[src/rtl/uart_boot_receiver_pkg.sv]
// Shared types and constants for the UART boot receiver.
// Reply codes, start marker default and FSM state encoding.
package uart_boot_receiver_pkg;

  localparam logic [7:0] START_DEF = 8'hFE;
  localparam logic [7:0] ST_ACK    = 8'h06;
  localparam logic [7:0] ST_NAK    = 8'h15;

  typedef enum logic [2:0] {
    S_IDLE  = 3'd0,
    S_LEN   = 3'd1,
    S_DATA  = 3'd2,
    S_WRITE = 3'd3,
    S_STAT  = 3'd4,
    S_CHK   = 3'd5,
    S_DONE  = 3'd6
  } state_t;

endpackage

[src/rtl/uart_boot_receiver_if.sv]
// Byte streams to/from the UART core plus the firmware memory write bus.
// master = receiver side, slave = UART core / memory side.
interface uart_boot_receiver_if #(
  parameter int unsigned ADDR_W = 15
);

  logic [7:0]        rx_data;
  logic              rx_valid;
  logic              rx_ready;
  logic [7:0]        tx_data;
  logic              tx_valid;
  logic              tx_ready;
  logic              mem_valid;
  logic [ADDR_W-1:0] mem_addr;
  logic [31:0]       mem_wdata;
  logic [3:0]        mem_wstrb;
  logic              mem_ready;

  modport master (
    input  rx_data, rx_valid, tx_ready, mem_ready,
    output rx_ready, tx_data, tx_valid,
    output mem_valid, mem_addr, mem_wdata, mem_wstrb
  );

  modport slave (
    output rx_data, rx_valid, tx_ready, mem_ready,
    input  rx_ready, tx_data, tx_valid,
    input  mem_valid, mem_addr, mem_wdata, mem_wstrb
  );

endinterface

[src/rtl/uart_boot_packer.sv]
// Byte-lane packer: assembles little-endian 32-bit words with strobes.
// Unwritten lanes stay zero so a short final word has clean padding.
module uart_boot_packer (
  input  logic        clk,
  input  logic        reset,
  input  logic        load_i,
  input  logic        clear_i,
  input  logic [1:0]  lane_i,
  input  logic [7:0]  byte_i,
  output logic [31:0] word_o,
  output logic [3:0]  strb_o,
  output logic        full_o
);

  logic [31:0] word_q;
  logic [3:0]  strb_q;

  always_ff @(posedge clk or negedge reset) begin
    if (!reset) begin
      word_q <= '0;
      strb_q <= '0;
    end else if (clear_i) begin
      word_q <= '0;
      strb_q <= '0;
    end else if (load_i) begin
      word_q[{lane_i, 3'b000} +: 8] <= byte_i;
      strb_q[lane_i]                <= 1'b1;
    end
  end

  assign word_o = word_q;
  assign strb_o = strb_q;
  assign full_o = load_i & (lane_i == 2'd3);

endmodule

[src/rtl/uart_boot_receiver.sv]
// Framed file-download receiver: START, LEN[31:0] LE, payload -> RAM words.
// Replies ACK/NAK then an 8-bit payload checksum.
module uart_boot_receiver
  import uart_boot_receiver_pkg::*;
#(
  parameter int unsigned ADDR_W     = 15,
  parameter int unsigned BASE_ADDR  = 0,
  parameter logic [7:0]  START_BYTE = START_DEF
) (
  input  logic                 clk,
  input  logic                 reset,
  uart_boot_receiver_if.master bus,
  output logic                 busy,
  output logic                 done
);

  // Largest payload that fits between BASE_ADDR and the top of memory
  localparam logic [32:0] CAP = (33'd1 << ADDR_W) - 33'(BASE_ADDR);

  state_t            state_q;
  logic              arm_q;
  logic [31:0]       len_q;
  logic [31:0]       cnt_q;
  logic [1:0]        lcnt_q;
  logic [ADDR_W-3:0] widx_q;
  logic [7:0]        chk_q;
  logic [7:0]        tx_data_q;
  logic              disc_q;
  logic              mem_valid_q;
  logic              tx_valid_q;
  logic              done_q;

  logic        rx_fire;
  logic        last;
  logic        load;
  logic        clear;
  logic        full;
  logic [31:0] len_full;
  logic [31:0] cnt_nx;
  logic [31:0] word;
  logic [3:0]  strb;

  assign rx_fire  = bus.rx_valid & bus.rx_ready;
  assign len_full = {bus.rx_data, len_q[31:8]};
  assign cnt_nx   = cnt_q + 32'd1;
  assign last     = (cnt_nx == len_q);
  assign load     = rx_fire & (state_q == S_DATA) & ~disc_q;
  assign clear    = ((state_q == S_WRITE) & bus.mem_ready)
                  | (state_q == S_DONE);

  uart_boot_packer u_packer (
    .clk     (clk),
    .reset   (reset),
    .load_i  (load),
    .clear_i (clear),
    .lane_i  (cnt_q[1:0]),
    .byte_i  (bus.rx_data),
    .word_o  (word),
    .strb_o  (strb),
    .full_o  (full)
  );

  // arm_q keeps rx_ready low until the first edge after reset release
  assign bus.rx_ready  = arm_q
                       & (state_q inside {S_IDLE, S_LEN, S_DATA});
  assign bus.tx_data   = tx_data_q;
  assign bus.tx_valid  = tx_valid_q;
  assign bus.mem_valid = mem_valid_q;
  assign bus.mem_addr  = ADDR_W'(BASE_ADDR) + {widx_q, 2'b00};
  assign bus.mem_wdata = word;
  assign bus.mem_wstrb = strb;
  assign busy          = (state_q != S_IDLE);
  assign done          = done_q;

  always_ff @(posedge clk or negedge reset) begin
    if (!reset) begin
      state_q     <= S_IDLE;
      arm_q       <= 1'b0;
      len_q       <= '0;
      cnt_q       <= '0;
      lcnt_q      <= '0;
      widx_q      <= '0;
      chk_q       <= '0;
      tx_data_q   <= '0;
      disc_q      <= 1'b0;
      mem_valid_q <= 1'b0;
      tx_valid_q  <= 1'b0;
      done_q      <= 1'b0;
    end else begin
      arm_q  <= 1'b1;
      done_q <= 1'b0;
      unique case (state_q)
        S_IDLE: begin
          if (rx_fire && bus.rx_data == START_BYTE) begin
            state_q <= S_LEN;
            lcnt_q  <= '0;
            cnt_q   <= '0;
            widx_q  <= '0;
            chk_q   <= '0;
            disc_q  <= 1'b0;
          end
        end
        S_LEN: begin
          if (rx_fire) begin
            len_q  <= len_full;
            lcnt_q <= lcnt_q + 2'd1;
            if (lcnt_q == 2'd3) begin
              if (len_full == 32'd0) begin
                state_q    <= S_STAT;
                tx_valid_q <= 1'b1;
                tx_data_q  <= ST_ACK;
              end else begin
                state_q <= S_DATA;
                disc_q  <= ({1'b0, len_full} > CAP);
              end
            end
          end
        end
        S_DATA: begin
          if (rx_fire) begin
            cnt_q <= cnt_nx;
            chk_q <= chk_q + bus.rx_data;
            if (disc_q) begin
              if (last) begin
                state_q    <= S_STAT;
                tx_valid_q <= 1'b1;
                tx_data_q  <= ST_NAK;
              end
            end else if (full || last) begin
              state_q     <= S_WRITE;
              mem_valid_q <= 1'b1;
            end
          end
        end
        S_WRITE: begin
          if (bus.mem_ready) begin
            mem_valid_q <= 1'b0;
            widx_q      <= widx_q + 1'b1;
            if (cnt_q == len_q) begin
              state_q    <= S_STAT;
              tx_valid_q <= 1'b1;
              tx_data_q  <= ST_ACK;
            end else begin
              state_q <= S_DATA;
            end
          end
        end
        S_STAT: begin
          if (bus.tx_ready) begin
            tx_data_q <= chk_q;
            state_q   <= S_CHK;
          end
        end
        S_CHK: begin
          if (bus.tx_ready) begin
            tx_valid_q <= 1'b0;
            done_q     <= 1'b1;
            state_q    <= S_DONE;
          end
        end
        S_DONE: begin
          state_q <= S_IDLE;
          len_q   <= '0;
          cnt_q   <= '0;
          lcnt_q  <= '0;
          widx_q  <= '0;
          chk_q   <= '0;
          disc_q  <= 1'b0;
        end
        default: state_q <= S_IDLE;
      endcase
    end
  end

endmodule

[src/flat_wrapper.sv]
// flat-port wrapper written by rule: the top's interface ports become plain ports
module uart_boot_receiver_flat import uart_boot_receiver_pkg::*;
#(
  parameter int unsigned ADDR_W     = 15,
  parameter int unsigned BASE_ADDR  = 0,
  parameter logic [7:0]  START_BYTE = START_DEF
)
  (clk, reset, busy, done, bus_rx_data, bus_rx_valid, bus_tx_ready, bus_mem_ready, bus_rx_ready, bus_tx_data, bus_tx_valid, bus_mem_valid, bus_mem_addr, bus_mem_wdata, bus_mem_wstrb);
  uart_boot_receiver_if #(.ADDR_W(ADDR_W)) bus_i ();
  input  logic clk;
  input  logic reset;
  output logic busy;
  output logic done;
  input wire logic [$bits(bus_i.rx_data)-1:0] bus_rx_data;
  input wire logic [$bits(bus_i.rx_valid)-1:0] bus_rx_valid;
  input wire logic [$bits(bus_i.tx_ready)-1:0] bus_tx_ready;
  input wire logic [$bits(bus_i.mem_ready)-1:0] bus_mem_ready;
  output wire logic [$bits(bus_i.rx_ready)-1:0] bus_rx_ready;
  output wire logic [$bits(bus_i.tx_data)-1:0] bus_tx_data;
  output wire logic [$bits(bus_i.tx_valid)-1:0] bus_tx_valid;
  output wire logic [$bits(bus_i.mem_valid)-1:0] bus_mem_valid;
  output wire logic [$bits(bus_i.mem_addr)-1:0] bus_mem_addr;
  output wire logic [$bits(bus_i.mem_wdata)-1:0] bus_mem_wdata;
  output wire logic [$bits(bus_i.mem_wstrb)-1:0] bus_mem_wstrb;
  assign bus_i.rx_data = bus_rx_data;
  assign bus_i.rx_valid = bus_rx_valid;
  assign bus_i.tx_ready = bus_tx_ready;
  assign bus_i.mem_ready = bus_mem_ready;
  assign bus_rx_ready = bus_i.rx_ready;
  assign bus_tx_data = bus_i.tx_data;
  assign bus_tx_valid = bus_i.tx_valid;
  assign bus_mem_valid = bus_i.mem_valid;
  assign bus_mem_addr = bus_i.mem_addr;
  assign bus_mem_wdata = bus_i.mem_wdata;
  assign bus_mem_wstrb = bus_i.mem_wstrb;
  uart_boot_receiver #(.ADDR_W(ADDR_W), .BASE_ADDR(BASE_ADDR), .START_BYTE(START_BYTE)) u_core (.clk(clk), .reset(reset), .bus(bus_i), .busy(busy), .done(done));
endmodule
[config.mk]
export PLATFORM = sky130hd
export DESIGN_NAME = uart_boot_receiver_flat
export DESIGN_NICKNAME = d
export VERILOG_FILES = /design/src/rtl/uart_boot_receiver_pkg.sv /design/src/rtl/uart_boot_receiver_if.sv /design/src/rtl/uart_boot_packer.sv /design/src/rtl/uart_boot_receiver.sv /design/src/flat_wrapper.sv
export SDC_FILE = /design/constraint.sdc
export NUM_CORES = 1
export LEC_CHECK = 0
export BUFFER_PORTS_ARGS = -buffer_cell sky130_fd_sc_hd__clkbuf_2
export CAP_MARGIN = 20
export CORE_ASPECT_RATIO = 1.4
export CORE_UTILIZATION = 50
export DETAILED_ROUTE_END_ITERATION = 16
export PLACE_DENSITY = 0.77
export SYNTH_ARGS = -nofsm -noshare
export SYNTH_HDL_FRONTEND = slang
export SYNTH_SLANG_ARGS = --single-unit
[constraint.sdc]
create_clock -name clk -period 9.6 [get_ports clk]
set_clock_uncertainty 0.15 [all_clocks]
set_input_delay 0.96 -clock clk [delete_from_list [all_inputs] [get_ports clk]]
set_output_delay 0.96 -clock clk [all_outputs]
set_load 0.02 [all_outputs]
==> results.sh, run 1 <==
export IMPL_clock_sinks=139
export IMPL_synth_seq_cells=139
export IMPL_flow_area_growth_from_synthesis_pct=12.9
export IMPL_maxSlewHeadroom_pct=27.1
export IMPL_synth_top_cells_by_area="sky130_fd_sc_hd__dfrtp_1 43%, sky130_fd_sc_hd__nand2_1 6.6%, sky130_fd_sc_hd__xnor2_1 4.6%, sky130_fd_sc_hd__a21oi_1 4.2%, sky130_fd_sc_hd__o21ai_0 3.7%"
export IMPL_post_route_setup_tns_ns=0
export IMPL_yosysSeqAreaShare_pct=43.2
export IMPL_finalHoldViolations=0
export IMPL_critical_path_depth=9
export IMPL_antenna_found_initial=0
export IMPL_fraction_of_post_synthesis_cell_area_in_the_top_cell_type_by_area_pct=43.2
export IMPL_routabilityCongestion=0.992
export IMPL_startpoint_type="register"
export IMPL_critical_path_top_delay_family="simple AND/OR/NAND/NOR gates"
export IMPL_route_antenna_remaining_nets=0
export IMPL_deepest_level_of_the_cts_h_tree=4
export IMPL_worstMarginPinSlew_ns=1.09
export IMPL_hold_fix_buffer_count_after_cts=0
export IMPL_route_detailed_vias_per_inst=6.22
export IMPL_cts_root_buf="sky130_fd_sc_hd__clkbuf_16"
export IMPL_dieWidth_um=109
export IMPL_kind_of_critical_path="register to register"
export IMPL_crit_slowest_cell="sky130_fd_sc_hd__dfrtp_1"
export IMPL_synthDistinctLibCells=76
export IMPL_core_rowCount=54
export IMPL_wl_per_cell_um=18.9
export IMPL_cp_num_buf_inv=0
export IMPL_hp_class="register to register"
export IMPL_clk_insertion_delay_late_ns=0.43
export IMPL_pin_count_of_the_biggest_net_entering_global_routing=91
export IMPL_grt_ovfl_total=0
export IMPL_crit_chain="ha_1 > nand4_1 > or3_1 > or3_1 > nand2_1 > nand4_1 > or4_1 > or4_4 > a31o_1"
export IMPL_count_of_vias_placed_by_the_detailed_router=7282
export IMPL_critical_path_fanouts_max=13
export IMPL_fp_dieArea_mm2=0.0166
export IMPL_synth_ff_type="sky130_fd_sc_hd__dfrtp_1"
export IMPL_mappedNetlistArea_mm2=0.00806
export IMPL_grt_first_pass_wirelength_um=35900
export IMPL_path_clk_slew_ns=0.07
export IMPL_clock_tree_from_tritoncts="yes"
export IMPL_synth_async_sr_flop_share_pct=100
export IMPL_post_route_util_pct=58.1
export IMPL_rr_worst_depth=9
export IMPL_postCtsSetupBuffers=0
export IMPL_synth_top_area_cell="sky130_fd_sc_hd__dfrtp_1"
export IMPL_ir_drop_mv=0.150
export IMPL_remaining_drc_errors=0
export IMPL_maximum_clock_frequency_mhz=240
export IMPL_track_usage_pct=27.8
export IMPL_result_of_the_run="completed"
export IMPL_placed_cells_incl_taps=1138
export IMPL_finalWorstPathRequiredPeriod_ns=4.17
export IMPL_cts_resizes=0
export IMPL_ios=77
export IMPL_fin_nets=989
export IMPL_power_density_mw_per_mm2=239
export IMPL_worstPathRequired_ns=9.76
export IMPL_max_cap_viol_count=0
export IMPL_syn_area_per_cell_um2=8.88
export IMPL_route_final_wire_length_um=22100
export IMPL_static_leakage_power_nw=4.03
export IMPL_unrepaired_setup_endpoints_after_global_routing="no"
export IMPL_cts_buffers=17
export IMPL_io_buffer_count=74
export IMPL_synth_edf_count=0
export IMPL_yosys_warns=0
export IMPL_whs_path_depth=2
export IMPL_grt_pass1_vias=7118
export IMPL_layout_filler_cells=1376
export IMPL_crit_path_largest_cell_delay_ns=0.59
export IMPL_drive_gt1_share_pct=15.3
export IMPL_worst_setup_path_end_kind="register"
export IMPL_cts_path_max_buffers=2
export IMPL_drv_slew=0
export IMPL_layout_cells_non_filler=1170
export IMPL_cp_data_arrival_time_ns=4.32
export IMPL_final_setup_viol_count=0
export IMPL_diodes_inserted=0
export IMPL_drt_pass1_iter_count=8
export IMPL_dp_final_hpwl_um=15600
export IMPL_drt_initial_drc_count=456
export IMPL_fp_coreArea_mm2=0.0157
export IMPL_die_h_um=152
export IMPL_layout_worst_path_cycle_share_pct=43.4
export IMPL_floorplan_initialDensity_pct=51.4
export IMPL_syn_inst=908
-- flip-flops by register name, indices dropped and copies added, names as in the netlist, 2 cells and up --
name                    cells
u_core.widx_q              13
u_core.state_q              3
u_core.chk_q                8
u_core.lcnt_q               2
u_core.len_q               32
u_core.u_packer.strb_o      4
u_core.u_packer.word_o     32
u_core.cnt_q               32
u_core.bus.tx_data          8
-- worst register-to-register path: cells and delay by family, from the launching register on --
kind	cells	cell delay (ns)
AND/OR/NAND/NOR	7	2.60
AO/OA/AOI/OAI	1	0.24
adder cells (fa/ha/maj)	1	0.48
flip-flops	1	0.59
-- final timing paths --
check	from	to	slack [ns]
max in group asynchronous	reset	u_core.cnt_q[28]	7.67
min reg2reg	u_core.u_packer.word_o[18]	u_core.u_packer.word_o[18]	0.34
max	u_core.cnt_q[0]	u_core.state_q[1]	5.43
min	u_core.u_packer.word_o[18]	u_core.u_packer.word_o[18]	0.34
min in group asynchronous	reset	u_core.bus.tx_data[7]	0.45
max reg2reg	u_core.cnt_q[0]	u_core.state_q[1]	5.43
-- cell families after synthesis --
logic type,after synthesis,share of synthesized area (%)
AND/OR/NAND/NOR,378,23.6
AO/OA/AOI/OAI,234,18.6
flip-flops,139,43.2
buffers and inverters,69,4.18
XOR/XNOR,67,7.47
adder cells (fa/ha/maj),15,2.42
multiplexers,4,0.512
other,2,0.0932
-- cell usage after synthesis (4+ instances only) --
library cell               instances
sky130_fd_sc_hd__o31ai_1          14
sky130_fd_sc_hd__o41ai_1           4
sky130_fd_sc_hd__or4_1             5
sky130_fd_sc_hd__nor2b_1           6
sky130_fd_sc_hd__and2_1            5
sky130_fd_sc_hd__xnor2_1          42
sky130_fd_sc_hd__a211oi_1          8
sky130_fd_sc_hd__nor3_1           18
sky130_fd_sc_hd__a21oi_1          67
sky130_fd_sc_hd__and3_1           13
sky130_fd_sc_hd__nor4_1           19
sky130_fd_sc_hd__o21ai_0          60
sky130_fd_sc_hd__ha_1             14
sky130_fd_sc_hd__o22ai_1           6
sky130_fd_sc_hd__nand2b_1         10
sky130_fd_sc_hd__nand4_1          29
sky130_fd_sc_hd__buf_6             7
sky130_fd_sc_hd__a22o_1           25
sky130_fd_sc_hd__or2_2             5
sky130_fd_sc_hd__and4_1            5
sky130_fd_sc_hd__inv_1            18
sky130_fd_sc_hd__dfrtp_1         139
sky130_fd_sc_hd__xor2_1           24
sky130_fd_sc_hd__clkbuf_1         31
sky130_fd_sc_hd__a21o_1            4
sky130_fd_sc_hd__a31oi_1          12
sky130_fd_sc_hd__buf_2             7
sky130_fd_sc_hd__nand2_1         142
sky130_fd_sc_hd__nor2_1           72
sky130_fd_sc_hd__nand3_1          14
sky130_fd_sc_hd__or3_1            11
sky130_fd_sc_hd__buf_4             4
-- cell type report --
type / instances / area (um^2) / share of cell area (%)
multi-input combinational: 701 / 4260 / 46.8
clock buffer: 17 / 425 / 4.67
timing repair buffer: 84 / 449 / 4.93
clock inverter: 15 / 178 / 1.95
tap: 196 / 245 / 2.69
inverter: 18 / 67.6 / 0.742
sequential: 139 / 3480 / 38.2
-- metrics by stage --
stage	cell area [um^2]	total power, W	hold slack, ns	setup slack, ns
3_3_place_gp	8500	0.00148	0.316	5.56
2_1_floorplan	8060	0.00128	0.315	6.22
6_report	9100	0.00218	0.341	5.43
5_1_grt	9100	0.00228	0.351	5.14
4_1_cts	9100	0.00218	0.343	5.48
3_5_place_dp	8500	0.00150	0.326	5.49
-- per-layer routing --
metal	vias up	global-route usage, %	part of all wire, %
li1	3389	-	-
met1	3522	33.1	39
met2	298	46.4	51
met3	73	4.92	5.3
met4	0	16.4	4.5
met5	-	0	0
-- cells in the final DEF, fill, tap and decap left out, drive strengths merged, types with 16 or more instances in the layout --
cell    synthesis  layout
xnor2          42      42
o21ai          63      63
a21oi          67      67
inv            18      26
nand4          32      32
a22o           25      25
dfrtp         139     139
clkbuf         32      90
xor2           24      24
nor4           22      22
nor2           73      73
nand3          16      16
nor3           18      18
nand2         142     142
-- where the power goes --
part | switching (W) | total [W] | internal [W]
Combinational | 0.000397 | 0.000667 | 0.000270
Sequential | 0.000126 | 0.000829 | 0.000703
Clock | 0.000287 | 0.000680 | 0.000393
Total | 0.000810 | 0.00218 | 0.00137
Note: power is estimated with default switching activity, not from simulation.
==> run 2: changes to the inputs <==
==> constraint.sdc (replaced) <==
create_clock -name clk -period 4 [get_ports clk]
set_clock_uncertainty 0.15 [all_clocks]
set_input_delay 0.4 -clock clk [delete_from_list [all_inputs] [get_ports clk]]
set_output_delay 0.4 -clock clk [all_outputs]
set_load 0.02 [all_outputs]
==> run 2 against run 1 <==
Effect of this change:
- clock-buffer cell count unchanged
- final area increased by 1.0%
- setup slack got worse by 5.2 ns
- final cell count is 1.0% higher
- clock power rose by 130%
- sequential power grew 140%
- sequential cell count stayed put
- critical path depth is the same
- core utilization up 0.61 points
- critical endpoint unchanged
==> results.sh, run 2 (synthesized netlist as in run 1, its figures left out) <==
export IMPL_grt_first_pass_wirelength_um=37400
export IMPL_final_setup_viol_count=0
export IMPL_route_detailed_vias_per_inst=6.14
export IMPL_grt_pass1_vias=7145
export IMPL_unrepaired_setup_endpoints_after_global_routing="no"
export IMPL_worstPathRequired_ns=4.16
export IMPL_ios=77
export IMPL_cts_path_max_buffers=2
export IMPL_result_of_the_run="completed"
export IMPL_drt_initial_drc_count=459
export IMPL_dieWidth_um=109
export IMPL_clk_insertion_delay_late_ns=0.43
export IMPL_layout_worst_path_cycle_share_pct=94.7
export IMPL_drt_pass1_iter_count=5
export IMPL_rrSetupSlack_ns=0.21
export IMPL_rr_worst_depth=9
export IMPL_r2r_path_end="u_core.state_q[1]"
export IMPL_dp_final_hpwl_um=16200
export IMPL_fp_dieArea_mm2=0.0166
export IMPL_route_final_wire_length_um=23000
export IMPL_worst_setup_path_end_kind="register"
export IMPL_ir_drop_mv=0.421
export IMPL_remaining_drc_errors=0
export IMPL_mostFrequentLayoutCell="sky130_fd_sc_hd__nand2_1"
export IMPL_power_density_mw_per_mm2=567
export IMPL_deepest_level_of_the_cts_h_tree=4
export IMPL_track_usage_pct=29.1
export IMPL_cts_buffers=17
export IMPL_cts_root_buf="sky130_fd_sc_hd__clkbuf_16"
export IMPL_routabilityCongestion=0.977
export IMPL_postCtsSetupBuffers=0
export IMPL_hp_class="input port to register"
export IMPL_worstMarginPinSlew_ns=0.939
export IMPL_die_h_um=152
export IMPL_antenna_found_initial=0
export IMPL_clock_tree_from_tritoncts="yes"
export IMPL_flow_area_growth_from_synthesis_pct=14.1
export IMPL_finalWorstPathRequiredPeriod_ns=3.79
export IMPL_path_clk_slew_ns=0.07
export IMPL_fin_nets=1001
export IMPL_post_route_setup_tns_ns=0
export IMPL_cp_data_arrival_time_ns=3.95
export IMPL_max_cap_viol_count=0
export IMPL_timing_critical_path_from="u_core.cnt_q[1]"
export IMPL_fp_coreArea_mm2=0.0157
export IMPL_drv_slew=0
export IMPL_kind_of_critical_path="register to register"
export IMPL_io_buffer_count=74
export IMPL_floorplan_initialDensity_pct=51.4
export IMPL_core_rowCount=54
export IMPL_grt_ovfl_total=0
export IMPL_startpoint_type="register"
export IMPL_maxSlewHeadroom_pct=37.4
export IMPL_route_antenna_remaining_nets=0
export IMPL_drive_gt1_share_pct=16.1
export IMPL_maximum_clock_frequency_mhz=264
export IMPL_diodes_inserted=0
export IMPL_count_of_vias_placed_by_the_detailed_router=7263
export IMPL_critical_path_fanouts_max=9
export IMPL_commonest_cells_after_routing_fill_and_taps_aside="142 x sky130_fd_sc_hd__nand2_1, 139 x sky130_fd_sc_hd__dfrtp_1, 73 x sky130_fd_sc_hd__clkbuf_2"
export IMPL_finalHoldViolations=0
export IMPL_startpoint_of_the_lowest_slack_register_to_register_path="u_core.cnt_q[1]"
export IMPL_wl_per_cell_um=19.5
export IMPL_pin_count_of_the_biggest_net_entering_global_routing=115
export IMPL_static_leakage_power_nw=4.11
export IMPL_critPathCapture="u_core.state_q[1]"
export IMPL_clock_sinks=139
export IMPL_post_route_util_pct=58.7
run 2: worst min-delay path by stage:
| stage | startpoint | end | slack (ns) | depth (start not counted) |
|---|---|---|---|---|
| after floorplan | reset | u_core.arm_q | -0.05 | 0 |
| after global placement | u_core.u_packer.word_o[15] | u_core.u_packer.word_o[15] | 0.31 | 2 |
| after detailed placement | u_core.u_packer.word_o[15] | u_core.u_packer.word_o[15] | 0.32 | 2 |
| after CTS | reset | u_core.chk_q[7] | 0.03 | 1 |
| after global routing | bus_tx_ready | u_core.done | 0.16 | 2 |
| final | bus_tx_ready | u_core.done | 0.15 | 2 |
run 2: power by group:
part / switching (W) / internal [W]
clock network: 0.000712 / 0.000879
registers: 0.000283 / 0.00169
logic: 0.000985 / 0.000667
run 2: repair_timing:
action / 4_1_cts / 5_1_grt
hold buffers: 0 / 1
resized for setup: 0 / 1
endpoints found under the setup margin: 0 / 2
endpoints found under the hold margin: 0 / 33
run 2: final cells by class:
class,count,area (um^2)
Clock inverter,15,151
Clock buffer,17,425
Sequential cell,139,3480
Inverter,18,67.6
Timing Repair Buffer,96,564
Fill cell,1394,6480
Tap cell,196,245
Multi-Input combinational cell,701,4270
run 2: stage by stage:
step	setup WS (ns)	cell area (um^2)	hold WS, ns	cells	total power [W]
after floorplan	0.623	8060	-0.0456	909	0.00306
after detailed placement	0.317	8580	0.321	1148	0.00361
after global placement	0.319	8580	0.315	1148	0.00358
after global routing	0.0303	9200	0.157	1182	0.00547
after CTS	0.310	9150	0.0276	1180	0.00521
final	0.213	9200	0.152	1182	0.00521
run 2: metal layers:
layer  wire (um)  vias up  share of wire, %  GRT usage (%)
met5           0        -                 0              0
met4         889        0               3.9           12.6
met3        1280       69               5.6           4.49
met2       11800      278                51           49.2
met1        9110     3517                40           36.2
li1            -     3399                 -              -
run 2: worst max-delay path, stage by stage (launching register included):
cell and delay [ns]:
sky130_fd_sc_hd__dfrtp_1 0.52, sky130_fd_sc_hd__ha_1 0.23, sky130_fd_sc_hd__nand4_1 0.36, sky130_fd_sc_hd__or3_1 0.58
sky130_fd_sc_hd__or3_1 0.42, sky130_fd_sc_hd__nand2_1 0.08, sky130_fd_sc_hd__nand4_1 0.08, sky130_fd_sc_hd__or4_1 0.42
sky130_fd_sc_hd__or4_4 0.59, sky130_fd_sc_hd__a31o_1 0.24
==> run 3: changes to the inputs <==
--- a/config.mk
+++ b/config.mk
@@ -5,11 +5,13 @@
 export SDC_FILE = /design/constraint.sdc
 export NUM_CORES = 1
 export LEC_CHECK = 0
+export ABC_AREA = 1
 export BUFFER_PORTS_ARGS = -buffer_cell sky130_fd_sc_hd__clkbuf_2
 export CAP_MARGIN = 20
 export CORE_ASPECT_RATIO = 1.4
 export CORE_UTILIZATION = 50
 export DETAILED_ROUTE_END_ITERATION = 16
+export GPL_ROUTABILITY_DRIVEN = 0
 export PLACE_DENSITY = 0.77
 export SYNTH_ARGS = -nofsm -noshare
 export SYNTH_HDL_FRONTEND = slang
==> run 3 against run 2 <==
Effect of this change:
- the flow now finishes with violations (negative hold slack)
- sequential share of layout area fell by 1.0 points
- fmax rose by 18%
- combinational power is 38% higher
- sequential cell count unchanged
- clock-buffer cell count unchanged
- core utilization down 0.25 points
- clock power increased by 5%
- first-iteration DRC count is 10% higher
- die area increased by 2.3%
- final area rose by 2.7%
- largest power group is now combinational logic
==> results.sh, run 3 <==
export IMPL_maxSlewHeadroom_pct=33.3
export IMPL_postCtsSetupBuffers=0
export IMPL_rr_worst_depth=17
export IMPL_max_cap_viol_count=0
export IMPL_critical_path_top_delay_family="simple AND/OR/NAND/NOR gates"
export IMPL_cts_resizes=0
export IMPL_layout_worst_path_cycle_share_pct=80.5
export IMPL_placed_cells_incl_taps=1355
export IMPL_p_int_w=0.00343
export IMPL_clk_insertion_delay_late_ns=0.43
export IMPL_hold_slack_ns=-0.0857
export IMPL_finalWorstPathRequiredPeriod_ns=3.22
export IMPL_power_density_mw_per_mm2=637
export IMPL_area_after_detailed_placement_mm2=0.00882
export IMPL_synth_ff_type="sky130_fd_sc_hd__dfrtp_1"
export IMPL_synth_commonest_cells="279 x sky130_fd_sc_hd__nand2_1, 139 x sky130_fd_sc_hd__dfrtp_1, 126 x sky130_fd_sc_hd__inv_1, 112 x sky130_fd_sc_hd__nor2_1, 96 x sky130_fd_sc_hd__nand3_1"
export IMPL_commonest_cells_after_routing_fill_and_taps_aside="279 x sky130_fd_sc_hd__nand2_1, 139 x sky130_fd_sc_hd__dfrtp_1, 126 x sky130_fd_sc_hd__inv_1"
export IMPL_seq_power_share_pct=34.4
export IMPL_result_of_the_run="finished with violations"
export IMPL_path_clk_slew_ns=0.07
export IMPL_startpoint_of_the_lowest_slack_register_to_register_path="u_core.cnt_q[0]"
export IMPL_final_power_w=0.00602
export IMPL_antenna_found_initial=0
export IMPL_die_h_um=154
export IMPL_worstMarginPinSlew_ns=1.00
export IMPL_critical_path_fanouts_max=17
export IMPL_track_usage_pct=29.2
export IMPL_syn_area_per_cell_um2=7.49
export IMPL_fraction_of_post_synthesis_cell_area_in_the_top_cell_type_by_area_pct=42.2
export IMPL_worst_setup_path_end_kind="register"
export IMPL_post_route_util_pct=58.4
export IMPL_drt_initial_drc_count=505
export IMPL_route_antenna_remaining_nets=0
export IMPL_core_rowCount=55
export IMPL_violations_in_the_final_reports="negative hold slack"
export IMPL_fp_dieArea_mm2=0.0170
export IMPL_drt_pass1_iter_count=5
export IMPL_synthDistinctLibCells=43
export IMPL_power_share_clock_pct=27.8
export IMPL_remaining_drc_errors=0
export IMPL_r2r_path_end="u_core.bus.tx_data[6]"
export IMPL_pin_count_of_the_biggest_net_entering_global_routing=109
export IMPL_crit_chain="inv_2 > ha_1 > inv_1 > nand2_1 > nand3_1 > nor2_1 > nand3_1 > nor2_1 > nand2_1 > nor2_1 > nand2_1 > nor2_2 > nand3_2 > nand2_2 > nand2_2 > nand2_1 > o21ai_2"
export IMPL_grt_first_pass_wirelength_um=39300
export IMPL_yosys_warns=0
export IMPL_route_detailed_vias_per_inst=5.75
export IMPL_ios=77
export IMPL_layout_cells_non_filler=1388
export IMPL_count_of_vias_placed_by_the_detailed_router=7978
export IMPL_unrepaired_setup_endpoints_after_global_routing="no"
export IMPL_clock_sinks=139
export IMPL_synth_top_area_cell="sky130_fd_sc_hd__dfrtp_1"
export IMPL_maximum_clock_frequency_mhz=311
export IMPL_yosysSeqAreaShare_pct=42.2
export IMPL_dp_final_hpwl_um=17700
export IMPL_cts_path_max_buffers=2
export IMPL_crit_path_largest_cell_delay_ns=0.69
export IMPL_flow_area_growth_from_synthesis_pct=14.6
export IMPL_mostFrequentLayoutCell="sky130_fd_sc_hd__nand2_1"
export IMPL_critPathMostFrequentCell="sky130_fd_sc_hd__nand2_1"
export IMPL_deepest_level_of_the_cts_h_tree=4
export IMPL_finalHoldViolations=46
export IMPL_cts_buffers=17
export IMPL_hold_fix_buffer_count_after_cts=0
export IMPL_clock_tree_from_tritoncts="yes"
export IMPL_power_switching_w=0.00259
export IMPL_rrSetupSlack_ns=0.78
export IMPL_synth_top_cells_by_area="sky130_fd_sc_hd__dfrtp_1 42%, sky130_fd_sc_hd__nand2_1 13%, sky130_fd_sc_hd__nand3_1 5.8%, sky130_fd_sc_hd__inv_1 5.7%, sky130_fd_sc_hd__nor2_1 5.1%"
export IMPL_final_setup_viol_count=0
export IMPL_synth_edf_count=0
export IMPL_startpoint_type="register"
export IMPL_drv_slew=0
export IMPL_grt_pass1_vias=7995
export IMPL_netSwitchingFraction_pct=43.0
export IMPL_static_leakage_power_nw=4.54
export IMPL_final_design_area_no_fill_mm2=0.00945
export IMPL_cts_root_buf="sky130_fd_sc_hd__clkbuf_16"
export IMPL_cp_num_buf_inv=2
export IMPL_post_route_setup_tns_ns=0
export IMPL_kind_of_critical_path="register to register"
export IMPL_synth_async_sr_flop_share_pct=100
export IMPL_grt_ovfl_total=0
export IMPL_layout_filler_cells=1413
export IMPL_fin_nets=1205
export IMPL_floorplan_initialDensity_pct=51.0
export IMPL_dieWidth_um=111
export IMPL_post_synth_top_count_cell="sky130_fd_sc_hd__nand2_1"
export IMPL_worstPathRequired_ns=4.17
export IMPL_cp_data_arrival_time_ns=3.39
export IMPL_syn_inst=1101
export IMPL_combinationalPowerShare_pct=37.8
export IMPL_route_final_wire_length_um=24300
export IMPL_crit_slowest_cell="sky130_fd_sc_hd__dfrtp_1"
export IMPL_hp_class="input port to async pin"
export IMPL_fp_coreArea_mm2=0.0162
export IMPL_ir_drop_mv=0.496
export IMPL_diodes_inserted=0
export IMPL_synth_seq_cells=139
export IMPL_mappedNetlistArea_mm2=0.00825
export IMPL_wl_per_cell_um=17.5
export IMPL_drive_gt1_share_pct=14.8
export IMPL_io_buffer_count=74
-- run 3: layer usage --
metal	share of wire (%)	GRT usage (%)	routed length (um)
met5	0	0	0
met4	7.2	21.7	1760
met3	5.9	5.68	1430
met2	50	51.0	12200
met1	37	31.2	8920
-- run 3: logic make-up after synthesis --
family | after synthesis | share of synthesized area [%]
buf+inv | 163 | 7.65
xor+xnor | 44 | 4.76
other cells | 2 | 0.0911
fa+ha+maj | 15 | 2.37
flops | 139 | 42.2
simple gates | 575 | 31.1
compound gates | 163 | 11.8
-- run 3: layout make-up --
type	count	area, um^2	share of cell area [%]
Tap cell	199	249	2.63
Clock buffer	17	425	4.50
Timing Repair Buffer	86	467	4.94
Sequential cell	139	3480	36.8
Clock inverter	14	189	2.00
Inverter	133	499	5.28
Multi-Input combinational cell	800	4140	43.8
-- run 3: how the worst max path moves through the flow --
stage | startpoint | to | slack, ns | cells after the start
4_1_cts | u_core.cnt_q[0] | u_core.bus.tx_data[6] | 0.85 | 17
3_3_place_gp | u_core.cnt_q[0] | u_core.bus.tx_data[7] | 0.99 | 18
2_1_floorplan | u_core.cnt_q[0] | u_core.bus.tx_data[6] | 1.48 | 16
6_report | u_core.cnt_q[0] | u_core.bus.tx_data[6] | 0.78 | 17
3_5_place_dp | u_core.cnt_q[0] | u_core.bus.tx_data[6] | 0.88 | 17
5_1_grt | u_core.cnt_q[0] | u_core.bus.tx_data[6] | 0.52 | 18
-- run 3: power by group through the flow --
stage               logic [W]  registers, W  clock network [W]
finish                0.00228       0.00207            0.00167
global route          0.00253       0.00210            0.00174
CTS                   0.00225       0.00206            0.00168
detailed placement    0.00222       0.00207                  0
global placement      0.00218       0.00207                  0
floorplan             0.00152       0.00206                  0
-- run 3: stage by stage --
step	worst slack (ns)	hold WS, ns
floorplan	1.48	-0.0456
global placement	0.988	0.312
finish	0.781	-0.0857
CTS	0.847	0.00388
detailed placement	0.876	0.318
global route	0.524	0.0484
